<file path="config.mk">
export PLATFORM = sky130hd
export DESIGN_NAME = dbus_periph
export DESIGN_NICKNAME = d
export VERILOG_FILES = /design/src/rtl/dbus_periph.sv
export SDC_FILE = /design/constraint.sdc
export NUM_CORES = 1
export LEC_CHECK = 0
export CORE_MARGIN = 2
export CORE_UTILIZATION = 55
export DETAILED_ROUTE_END_ITERATION = 8
export DONT_BUFFER_PORTS = 1
export PLACE_DENSITY = 0.74
export SKIP_LAST_GASP = 1
export SLEW_MARGIN = 20
export SYNTH_ARGS = -nofsm -noshare
export SYNTH_HDL_FRONTEND = slang
export SYNTH_SLANG_ARGS = --single-unit
</file>
<file path="constraint.sdc">
create_clock -name clk -period 5.55 [get_ports clk]
set_input_delay 0.2775 -clock clk [delete_from_list [all_inputs] [get_ports clk]]
set_output_delay 0.2775 -clock clk [all_outputs]
set_load 0.02 [all_outputs]
</file>
<file path="src/rtl/dbus_periph.sv">
// Memory-mapped UART transmitter peripheral with a 4-entry TX FIFO, status, timer and scratch registers.
// Exposes a 4-word register window on the CPU data bus and drives an 8N1 serial line.
module dbus_periph #(
    parameter logic [15:0] BASE   = 16'hFF00,
    parameter int unsigned CLKDIV = 16
) (
    input  logic        clk,
    input  logic        rst,
    input  logic [15:0] waddr,
    input  logic [15:0] wdata,
    input  logic        we,
    input  logic [15:0] raddr,
    input  logic        re,
    output logic [15:0] rdata,
    output logic        txd
);

    localparam int unsigned BAUD_W = $clog2(CLKDIV);
    localparam logic [BAUD_W-1:0] BAUD_LAST = BAUD_W'(CLKDIV - 1);

    localparam logic [1:0] OFF_DATA    = 2'd0;
    localparam logic [1:0] OFF_STATUS  = 2'd1;
    localparam logic [1:0] OFF_TIMER   = 2'd2;
    localparam logic [1:0] OFF_SCRATCH = 2'd3;

    typedef enum logic [1:0] {
        IDLE  = 2'd0,
        START = 2'd1,
        DATA  = 2'd2,
        STOP  = 2'd3
    } state_t;

    state_t            state;
    logic [BAUD_W-1:0] baud;
    logic [2:0]        bitcnt;
    logic [7:0]        shreg;

    logic [7:0]        fifo_mem [4];
    logic [1:0]        wr_ptr;
    logic [1:0]        rd_ptr;
    logic [2:0]        count;
    logic              overflow;

    logic [15:0]       timer;
    logic [15:0]       scratch;

    logic              wsel;
    logic              rsel;
    logic              push;
    logic              push_ok;
    logic              pop;
    logic              fifo_empty;
    logic              fifo_full;
    logic              tx_busy;
    logic              baud_end;
    logic [15:0]       status;

    // Bus decode and FIFO handshake
    always_comb begin
        wsel       = we && (waddr[15:2] == BASE[15:2]);
        rsel       = re && (raddr[15:2] == BASE[15:2]);
        fifo_empty = (count == 3'd0);
        fifo_full  = (count == 3'd4);
        push       = wsel && (waddr[1:0] == OFF_DATA);
        push_ok    = push && !fifo_full;
        baud_end   = (baud == BAUD_LAST);
        tx_busy    = (state != IDLE);
        pop        = !fifo_empty &&
                     ((state == IDLE) || ((state == STOP) && baud_end));
        status     = {9'd0, overflow, count, tx_busy, fifo_full, fifo_empty};
    end

    // TX state machine; txd is registered from the pre-edge state, so it trails state by one cycle
    always_ff @(posedge clk or posedge rst) begin
        if (rst) begin
            state  <= IDLE;
            baud   <= '0;
            bitcnt <= 3'd0;
            shreg  <= 8'd0;
            txd    <= 1'b1;
        end else begin
            case (state)
                IDLE: begin
                    txd <= 1'b1;
                    if (!fifo_empty) begin
                        shreg <= fifo_mem[rd_ptr];
                        baud  <= '0;
                        state <= START;
                    end
                end
                START: begin
                    txd <= 1'b0;
                    if (baud_end) begin
                        baud   <= '0;
                        bitcnt <= 3'd0;
                        state  <= DATA;
                    end else begin
                        baud <= baud + BAUD_W'(1);
                    end
                end
                DATA: begin
                    txd <= shreg[0];
                    if (baud_end) begin
                        baud   <= '0;
                        shreg  <= {1'b0, shreg[7:1]};
                        bitcnt <= bitcnt + 3'd1;
                        if (bitcnt == 3'd7) begin
                            state <= STOP;
                        end
                    end else begin
                        baud <= baud + BAUD_W'(1);
                    end
                end
                STOP: begin
                    txd <= 1'b1;
                    if (baud_end) begin
                        baud <= '0;
                        if (!fifo_empty) begin
                            shreg <= fifo_mem[rd_ptr];
                            state <= START;
                        end else begin
                            state <= IDLE;
                        end
                    end else begin
                        baud <= baud + BAUD_W'(1);
                    end
                end
                default: begin
                    txd   <= 1'b1;
                    state <= IDLE;
                end
            endcase
        end
    end

    // FIFO storage needs no reset; the pointers and count define validity
    always_ff @(posedge clk) begin
        if (push_ok) begin
            fifo_mem[wr_ptr] <= wdata[7:0];
        end
    end

    // FIFO pointers, count and sticky overflow
    always_ff @(posedge clk or posedge rst) begin
        if (rst) begin
            wr_ptr   <= 2'd0;
            rd_ptr   <= 2'd0;
            count    <= 3'd0;
            overflow <= 1'b0;
        end else begin
            if (push_ok) begin
                wr_ptr <= wr_ptr + 2'd1;
            end
            if (pop) begin
                rd_ptr <= rd_ptr + 2'd1;
            end
            case ({push_ok, pop})
                2'b10:   count <= count + 3'd1;
                2'b01:   count <= count - 3'd1;
                default: count <= count;
            endcase
            if (push && fifo_full) begin
                overflow <= 1'b1;
            end else if (wsel && (waddr[1:0] == OFF_STATUS)) begin
                overflow <= 1'b0;
            end
        end
    end

    // Timer, scratch and registered read port
    always_ff @(posedge clk or posedge rst) begin
        if (rst) begin
            timer   <= 16'd0;
            scratch <= 16'd0;
            rdata   <= 16'd0;
        end else begin
            if (wsel && (waddr[1:0] == OFF_TIMER)) begin
                timer <= wdata;
            end else begin
                timer <= timer + 16'd1;
            end
            if (wsel && (waddr[1:0] == OFF_SCRATCH)) begin
                scratch <= wdata;
            end
            if (rsel) begin
                case (raddr[1:0])
                    OFF_STATUS:  rdata <= status;
                    OFF_TIMER:   rdata <= timer;
                    OFF_SCRATCH: rdata <= scratch;
                    default:     rdata <= 16'd0;
                endcase
            end else begin
                rdata <= 16'd0;
            end
        end
    end

endmodule

</file>
Word-level counts from Yosys, hierarchy flattened
Memory sizes are Yosys's and may differ from the RTL's.
Cells that the tools add are included.
- output and inout bits: 17
- logic and storage cells: 93
- bits of input ports: 52
- bits in writable memories: 32
- register bits after elaboration: 74
- memories kept: 1
- add/sub/neg operators: 7
- muxes and demuxes: 26
- reduce and logical (&&, ||, !) cells: 26
- equal/unequal tests: 21
- memories (name ; depth ; width ; read ports ; clocked after memory_dff ; wr ports ; RTL line ; source):
    fifo_mem ; 4 ; 8 ; 1 ; 0 ; 1 ; 38 ; logic [7:0] fifo_mem [4];
- operators by type and width (operator ; count):
    $pmux W16 S3 ; 1
    $mux W16 ; 2
    $eq A14 B14 Y1 const B ; 2
    $mux W8 ; 3
    $pmux W8 S3 ; 1
    $add A16 B1 Y16 const B ; 1
    $eq A2 B2 Y1 const B ; 7
    $pmux W3 S2 ; 2
    $logic_and A1 B1 Y1 ; 10
    $mux W2 ; 5
    $ne A2 B2 Y1 const B ; 5
    $eq A2 B1 Y1 const B ; 4
    $mux W4 ; 2
    $pmux W2 S4 ; 1
    $pmux W4 S2 ; 1
    $reduce_bool A2 Y1 ; 4
    $add A3 B1 Y3 const B ; 2
    $eq A3 B3 Y1 const B ; 2
    $mux W3 ; 2
    $reduce_and A3 Y1 ; 2
    $mux W1 ; 5
    $reduce_and A5 Y1 ; 1
    $add A2 B1 Y2 const B ; 2
    $add A4 B1 Y4 const B ; 1
    other kinds (10) ; 12

Depth between registers and ports, before layout
Gate-level depths: netlist of run 1.
- word-level depth: 6
- depth in mapped cells: 10
- depth with buffers taken out: 9

Worst setup path before layout of run 1
Ideal clock, no wire load.
- kind: input -> register
- start: input waddr[12]
- end: register count[2]
- data arrival time: 2.316 ns
- library setup time: 0.125 ns
- slack: 3.108 ns
- path buffers: 0
- cell stages on the path: 9
- data required time: 5.425 ns
- path through: nand4_1 -> or4b_1 -> nor4_4 -> inv_1 -> ha_1 -> fa_1 -> xnor2_1 -> nor2_1 -> xor2_1
- longest elaborated chain between the ends: 6
- elaborated cells between the ends (all ways): 8
- those cells by class: eq/ne (3); mux (1); reduce/logical (4)
- ends and longest elaborated chain (item ; RTL line ; source):
    start, declared ; 9 ; input logic [15:0] waddr,
    $eq A14 B14 Y1 (*) ; 60 ; wsel = we && (waddr[15:2] == BASE[15:2]);
    $logic_and A1 B1 Y1 (*) ; 60 ;
    $logic_and A1 B1 Y1 (*) ; 64 ; push = wsel && (waddr[1:0] == OFF_DATA);
    $logic_and A1 B1 Y1 (*) ; 65 ; push_ok = push && !fifo_full;
    $eq A2 B1 Y1 / $eq A2 B2 Y1 (equally long branches) ; 157 ; case ({push_ok, pop})
    $pmux W3 S2 / $reduce_bool A2 Y1 (equally long branches) ; n/a ;
    end signal, assigned ; 158 ; 2'b10: count <= count + 3'd1;
    end signal, assigned ; 159 ; 2'b01: count <= count - 3'd1;
    end signal, assigned ; 160 ; default: count <= count;
    end, declared ; 41 ; logic [2:0] count;
Mark *: on every way between the ends. The rest lies on a longest branch, timed or not.
A chain may end at the register's enable or synchronous reset.

Final worst setup path of run 1
- start: register state[0]
- end: register shreg[7]
- longest elaborated chain between the ends: 3
- elaborated cells between the ends (all ways): 8
- those cells by class: eq/ne (4); mux (1); reduce/logical (3)
- ends and longest elaborated chain (item ; RTL line ; source):
    start, declared ; 33 ; state_t state;
    start signal, assigned ; 76 ; state <= IDLE;
    start signal, assigned ; 88 ; state <= START;
    start signal, assigned ; 96 ; state <= DATA;
    $eq A2 B2 Y1 / $logic_not A2 Y1 (equally long branches) ; 82 ; case (state)
    $ne A2 B2 Y1 (no source line) / $reduce_bool A3 Y1 (equally long branches) ; n/a ;
    $reduce_and A3 Y1 (no source line) ; n/a ;
    end signal, assigned ; 86 ; shreg <= fifo_mem[rd_ptr];
    end signal, assigned ; 105 ; shreg <= {1'b0, shreg[7:1]};
    end signal, assigned ; 119 ; shreg <= fifo_mem[rd_ptr];
    end, declared ; 36 ; logic [7:0] shreg;
Several ways; a longest one is shown, not always the timed one.

==> results.md, run 1 <==
- Sorting the synthesized cells by area gives the leading types as sky130_fd_sc_hd__dfrtp_1 (38%), sky130_fd_sc_hd__edfxtp_1 (20%), sky130_fd_sc_hd__mux2i_1 (4.8%), sky130_fd_sc_hd__nor2_1 (4.5%), sky130_fd_sc_hd__mux2_2 (4.2%).
- The signal on the critical path passes through inv_1 > ha_1 > o22ai_1 > nor2_1 > o21ai_0.
- Power spread over the standard cell area amounts to 379 nW/um2.
- The relative area change from synthesis to final layout is 6.90%.
- The number of global-route vias before repair was 2940.
- The critical path starts at state[0].
- Once detail routing completed, the nets flagged for antenna violations numbered 0.
- The first global-routing pass estimated 14600 um of wire.
- The pin count of the biggest net entering global routing is 75.
- For the worst setup path, the data arrival time is 2.74 ns.
- For this run the aggregate overflow at the end of global routing stands at 0.
- The placed wire-length estimate is 6010 um.
- After layout, the worst path uses 45.4% of the clock period.
- The number of distinct library cell variants in the gate-level netlist after synthesis is 44.
- In this run the worst path has a maximum fanout of 16.
- Counting every net in the synthesized netlist gives 452.
- The initial cell density of the core is 56.1%.
- The post-synthesis instance area is 4820 um2.
- The tightest min-delay check is of the input pin to flip-flop type.
- In the routed layout, each cell is associated on average with a via count of 5.70.
- Measured along the x axis, the die boundary spans 97.6 um.
- The wire length per cell is 17.4 um.
- In the final layout, the share of cells above drive strength 1 is 13.1%.
- The worst setup path is of the flip-flop to flip-flop kind.
- Across the routed clock network, the largest skew measured is 0.0137 ns.
- The tree is rooted in a sky130_fd_sc_hd__clkbuf_8.
- The peak clock frequency supported by timing is 397 MHz.
- The top cell types in the final layout, fill and taps aside, are sky130_fd_sc_hd__dfrtp_1 (73), sky130_fd_sc_hd__nor2_1 (58), sky130_fd_sc_hd__a21oi_1 (34).
- The synthesized netlist cell count is 384.
- The placer congestion estimate is 0.808.
- The hold buffer count at cts is 9.
- The final max-slew violation count came to 0.
- The iteration-0 DRC count of the detailed router is 158.
- During I/O placement, the number of pins put on the boundary was 69.
- The worst setup slack before clock tree synthesis is 2.91 ns.
- The portion of synthesized cell area occupied by the leading cell type is 37.9%.
- A synthesized cell averages 12.6 um2.
- Among all stages on the critical path, the largest delay is contributed by sky130_fd_sc_hd__nor2_1.
- The worst pin sits at a relative slew slack of 37.8%.
- Post-CTS repair changed the size of 0 cells.
- The worst-case vdd ir drop is 0.182 mV.
- The clock passes through at most 2 buffers.
- The flow ran to the end, and the final reports show no timing, DRC or antenna violations.
- The library cell occupying the most area in the post-synthesis netlist is sky130_fd_sc_hd__dfrtp_1.
- The detailed-route wire length is 8800 um.
- The TritonCTS clock tree is yes.
- The die area is 9530 um2.
- The Yosys step of the flow raised 0 warnings.
- At the later pin of the worst-skew pair, clock insertion delay measures 0.38 ns.
- The startpoint of the lowest-slack hold path is wdata[15].
- The nature of the critical path endpoint is a flip-flop.
- After clock tree synthesis, the clock-pin slew on the worst setup and hold paths is 0.12 ns.
- The number of hold-slack violations in the final timing report came to 0.
- The fill cell instance count of the final layout is 685.
- The data required time of the critical path is 5.77 ns.
- The area of the placeable core is 8590 um2.
- STA classifies the critical path startpoint as a flip-flop.
- The number of max-cap violations is 0.
- In this run the vertical extent of the chip is 97.6 um.
- Buffers added to address setup during post-CTS repair amount to 0.
- Global routing consumed, over all layers together, 19.7% of the routing resources.
- After synthesis the netlist holds a flip-flop and latch count of 106.
- In this design, the stage delay of the slowest critical-path cell is 0.73 ns.
- Broken down by cell family, the worst path's largest delay share belongs to simple AND/OR/NAND/NOR gates.
- The final antenna diode count is 0.
- Leaving out fill and tap cells, the most frequent cell in the layout is sky130_fd_sc_hd__dfrtp_1.
- The static leakage power is 2.14 nW.
- The number of antenna violations at the first check in global routing is 0.
- The number of clock buffers added by TritonCTS is 9.
- The actual transition at the worst max-transition pin is 0.930 ns.
- For this run, design rule violations remaining after detail routing come to 0.
- The worst flop-to-flop path startpoint is state[0].
- Buffers placed on the I/O ports in this run total 0.
- The aggregate negative setup slack is 0 ns.
- The worst path meets setup with 3.03 ns of slack.
- The setup-violating endpoint count in the final report is 0.
- The number of nets in the finished design is 460.
- After floorplanning, the core was divided into 34 placement rows.
- The tree built by TritonCTS fans out to 106 sinks.
- The H-tree was split into 3 levels.
- Before antenna repair, the detailed router went through 4 iterations.
- The total number of vias is 2881.
- After layout, the minimum clock period comes to 2.52 ns.
- The portion of the post-synthesis area used by sequential elements is 58.4%.
- Together, buffers and inverters on the worst path number 1.
- Setup repair after global routing left no endpoint under its margin.
-- final cells by class --
| type | instances | area [um2] | share of cell area, % |
|---|---|---|---|
| Clock buffer | 9 | 124 | 2.40 |
| Clock inverter | 7 | 66.3 | 1.29 |
| Inverter | 10 | 37.5 | 0.728 |
| Multi-Input combinational cell | 255 | 1880 | 36.5 |
| Sequential cell | 106 | 2810 | 54.6 |
| Tap cell | 108 | 135 | 2.62 |
| Timing Repair Buffer | 10 | 97.6 | 1.89 |
-- flip-flops by register name, indices dropped and copies added (netlist names) --
signal / flops
state: 2
wr_ptr: 2
count: 3
scratch: 16
overflow: 1
fifo_mem: 32
rd_ptr: 2
bitcnt: 3
timer: 16
rdata: 16
txd: 1
baud: 4
shreg: 8
-- cell families (layout without fill, tap and decap cells) --
group / after synthesis / in the layout / synth area share [%]
xor gates and xnor gates: 20 / 20 / 3.63
and+or+nand+nor: 120 / 120 / 12.4
DFF: 106 / 106 / 58.4
buffers and inverters: 23 / 36 / 2.65
AOI/OAI and AO/OA: 49 / 49 / 5.58
muxes: 50 / 50 / 13.0
adders and majority gates: 16 / 16 / 4.31
-- metrics by stage --
step           utilization, %  hold WS [ns]  std cells  area [um2]  total power, W
2_1_floorplan               -         0.363        384        4820         0.00141
3_3_place_gp             56.7         0.365        480        4870         0.00148
3_5_place_dp             56.7         0.370        480        4870         0.00151
4_1_cts                  60.0        0.0184        505        5150         0.00197
5_1_grt                  60.0        0.0102        505        5150         0.00207
6_report                 60.0        0.0342        505        5150         0.00195
-- cell usage after synthesis, drive strengths merged --
cell    instances
a31oi           1
a22o            1
or4b            2
o22ai           1
xnor2          10
or4             1
nand3          11
fa              1
o41ai           1
o22a            1
xor2           10
ha             15
and2            4
nor3b           2
nor3            6
inv            10
o21ai           8
nand3b          2
mux2i          23
clkbuf          4
edfxtp         32
or3             1
nor2b           1
mux4            8
dfstp           1
dfrtp          73
nand2          16
buf             9
nor4            4
nor4b           2
a32o            2
nor2           58
a21oi          34
nand4           8
and3            2
mux2           19
-- layer usage --
metal / GRT usage [%] / vias up / routed length (um)
met5: 0 / - / 0
met4: 6.52 / 0 / 142
met3: 5.83 / 10 / 352
met2: 31.8 / 46 / 4420
met1: 25.8 / 1432 / 3880
li1: - / 1393 / -
-- power by group --
group | switching [W] | internal (W) | total, W
Combinational | 0.000247 | 0.000234 | 0.000481
Sequential | 0.000116 | 0.000896 | 0.00101
Clock | 0.000283 | 0.000176 | 0.000459
Total | 0.000647 | 0.00131 | 0.00195
-- worst register-to-register path, stage by stage (launching register included) --
cell and delay [ns]:
sky130_fd_sc_hd__dfrtp_1 0.47, sky130_fd_sc_hd__inv_1 0.14, sky130_fd_sc_hd__ha_1 0.65, sky130_fd_sc_hd__o22ai_1 0.20
sky130_fd_sc_hd__nor2_1 0.73, sky130_fd_sc_hd__o21ai_0 0.18
-- worst paths after layout --
kind                          endpoint  slack, ns  cells past startpoint
min                        scratch[15]       0.03                      1
max                           shreg[7]       3.03                      5
min in group asynchronous     overflow       0.07                      2
max reg2reg                   shreg[7]       3.03                      5
min reg2reg                    baud[3]       0.51                      1
max in group asynchronous     rdata[0]       4.90                      2
No activity file was read; power rests on OpenSTA's default activity.
==> inputs of run 2 (changes only) <==
- PLACE_DENSITY: 0.74 -> 0.77
- clock period: 5.55 -> 2.3 ns (I/O delays scaled with it)
==> run 2 against run 1 <==
- cell count up 3.2%
- sequential share of layout area down 1.6 points
- highest routed layer unchanged
- critical path type unchanged
- sequential power up 140%
- final area up 3.1%
- largest power group unchanged
- die area unchanged
- largest cell class unchanged
==> results.md, run 2 (synthesis results as in run 1) <==
- The delay of the slowest critical-path stage is 0.43 ns.
- The total number of vias is 2941.
- Across the routed clock network, the largest skew measured is 0.0148 ns.
- The internal portion of the total power is 0.00318 W.
- The die is 97.6 um wide.
- The floorplan step defined a core boundary enclosing 8590 um2.
- At the worst endpoint, the required time is 2.60 ns.
- The die area is 9530 um2.
- The relative area change from synthesis to final layout is 10.2%.
- The total grt overflow is 0.
- The H-tree was split into 3 levels.
- The run finished with clean final reports.
- For this run, design rule violations remaining after detail routing come to 0.
- The fraction of power consumed by sequential logic is 51.1%.
- The clock network is responsible for 22.7% of the overall power.
- The number of global-route vias before repair is 3039.
- Row generation in the floorplan step produced 34 rows.
- The number of max-cap violations is 0.
- The launching element type of the critical path is a flip-flop.
- Routability-driven placement finished with a final weighted congestion of 0.823.
- The ratio of routed vias to standard cells is 5.64.
- Pin placement for this block handled 69 I/O pins.
- The path class of the tightest hold or removal check is input pin to flip-flop.
- The critical path's top delay family is adder cells.
- Net switching is 33.3% of the power.
- The number of clock buffers added by TritonCTS is 9.
- The detail route stage leaves a number of antenna-violating nets equal to 0.
- The critical path data arrival time is 2.52 ns.
- In the global route stage, met1 resource usage came out at 25.0%.
- Dividing total power by cell area gives a power density of 898 nW/um2.
- The first routing iteration left 93 violations.
- The count of buffers added on input and output ports is 0.
- The source-to-sink clock delay at the later pin of the worst-skew pair is 0.38 ns.
- In the final layout, the share of cells above drive strength 1 is 14.5%.
- Walking the worst path, the cells encountered are ha_1 > and3_1 > a21oi_2 > nor2_1 > ha_1 > fa_1 > xnor2_1 > nor2_1 > xor2_1.
- The period utilization is 96.4%.
- For this run, global-route usage on met3 was measured as 3.96%.
- Entering global routing, the biggest net connects 53 pins.
- For the pin with the worst max-slew slack, the measured transition is 0.595 ns.
- The count of buffering cells on the critical path with inverters included is 0.
- Setup repair after global routing could not meet its margin everywhere.
- The final antenna diode count is 0.
- The worst slew margin relative to its limit is 60.3%.
- The wire length per cell is 16.5 um.
- TritonCTS built the clock tree.
- The first global-routing pass estimated 14500 um of wire.
- Setup violations remaining at the end of the flow were counted as 0.
- The analysis attributes to cell leakage a power of 2.22 nW.
- From bottom edge to top edge, the die measures 97.6 um.
- The library cell used most frequently in the layout, excluding fill and tap cells, is sky130_fd_sc_hd__dfrtp_1.
- The maximum count of clock buffers along a single path is 2.
- Summed over all nets, the half-perimeter wirelength after detailed placement is 5910 um.
- After clock tree synthesis, the clock-pin slew on the worst setup and hold paths is 0.10 ns.
- For this run, the top clock speed supported by timing is 451 MHz.
- The initial cell density of the core is 56.1%.
- Measured on the finished design, the core utilization comes to 61.8%.
- Counting every sink on the clock net gives 106.
- The final max-slew violation count is 0.
- Leaving out filler cells and counting taps, the final layout contains 521.
- Adding up every negative setup slack in the final design gives 0 ns.
- The iteration count of the initial detailed-routing pass is 4.
- The total track usage is 19.1%.
- In the layout the commonest cells are sky130_fd_sc_hd__dfrtp_1 (72), sky130_fd_sc_hd__nor2_1 (57), sky130_fd_sc_hd__a21oi_1 (33).
- In this run the power spent charging and discharging nets is 0.00159 W.
- The tree is rooted in a sky130_fd_sc_hd__clkbuf_8.
- The critical path is of the flip-flop to flip-flop type.
- The flip-flop count of the largest register after layout is 32.
- The number of cells in the design after placement is 485.
- Combinational logic burns 26.2% of the power.
- The cell at the slowest stage of the critical path is sky130_fd_sc_hd__dfrtp_1.
- The number of hold-slack violations in the final timing report came to 0.
- The highest fanout seen on the critical path is 4.
- The detailed-route wire length is 8580 um.
- The nature of the critical path endpoint is a flip-flop.
- The number of antenna violations at the first check in global routing is 0.
- Counting flops per register, the top entry is fifo_mem.
- The met2 global-route usage is 31.7%.
- The shortest period the worst path allows is 2.22 ns.
- The number of nets in the finished design is 476.
- met2 is the most crowded layer.
- The worst-case vdd ir drop is 0.447 mV.
-- run 2: final cells by class --
cell class                      count  area (um2)
Clock buffer                        9         124
Clock inverter                      7        57.6
Fill cell                         651        3280
Inverter                           10        37.5
Multi-Input combinational cell    255        1890
Sequential cell                   106        2820
Tap cell                          108         135
Timing Repair Buffer               26         258
-- run 2: worst register-to-register path: stages, from the launching register on --
cell                      delay (ns)
sky130_fd_sc_hd__dfrtp_1        0.43
sky130_fd_sc_hd__ha_1           0.23
sky130_fd_sc_hd__and3_1         0.22
sky130_fd_sc_hd__a21oi_2        0.16
sky130_fd_sc_hd__nor2_1         0.10
sky130_fd_sc_hd__ha_1           0.24
sky130_fd_sc_hd__fa_1           0.39
sky130_fd_sc_hd__xnor2_1        0.13
sky130_fd_sc_hd__nor2_1         0.11
sky130_fd_sc_hd__xor2_1         0.15
-- run 2: power by group through the flow --
stage / logic [W] / registers (W) / clock network, W
after floorplan: 0.00104 / 0.00235 / 0
after global placement: 0.00113 / 0.00246 / 0
after detailed placement: 0.00119 / 0.00247 / 0
after CTS: 0.00125 / 0.00244 / 0.00111
after global routing: 0.00140 / 0.00248 / 0.00118
final: 0.00125 / 0.00244 / 0.00108
-- run 2: final timing paths --
kind / from / end / cells past startpoint / slack, ns
min in group asynchronous: rst / timer[13] / 2 / 0.22
setup / recovery: baud[0] / count[2] / 9 / 0.08
hold / removal: raddr[0] / rdata[1] / 4 / 0.06
hold reg to reg: baud[3] / baud[3] / 1 / 0.49
max in group asynchronous: rst / txd / 3 / 1.38
setup reg to reg: baud[0] / count[2] / 9 / 0.08
-- run 2: per-stage QoR --
step	worst slack, ns	hold slack, ns	instance area [um2]	power, W
2_1_floorplan	0.0208	0.201	4820	0.00339
3_3_place_gp	0.141	0.0617	4920	0.00359
3_5_place_dp	0.0892	0.0717	4920	0.00367
4_1_cts	0.0795	0.0523	5310	0.00479
5_1_grt	-0.0315	0.0720	5310	0.00506
6_report	0.0829	0.0599	5310	0.00477
-- run 2: what timing repair did --
action / CTS / global route
hold buffers: 20 / 0
resized for setup: 0 / 3
buffers inserted: 0 / 0
hold endpoints to repair: 96 / 0
endpoints found under the setup margin: 0 / 3
-- run 2: metal layers --
metal / wire [um] / vias to the layer above
li1: - / 1423
met1: 3890 / 1457
met2: 4270 / 49
met3: 263 / 12
met4: 155 / 0
met5: 0 / -
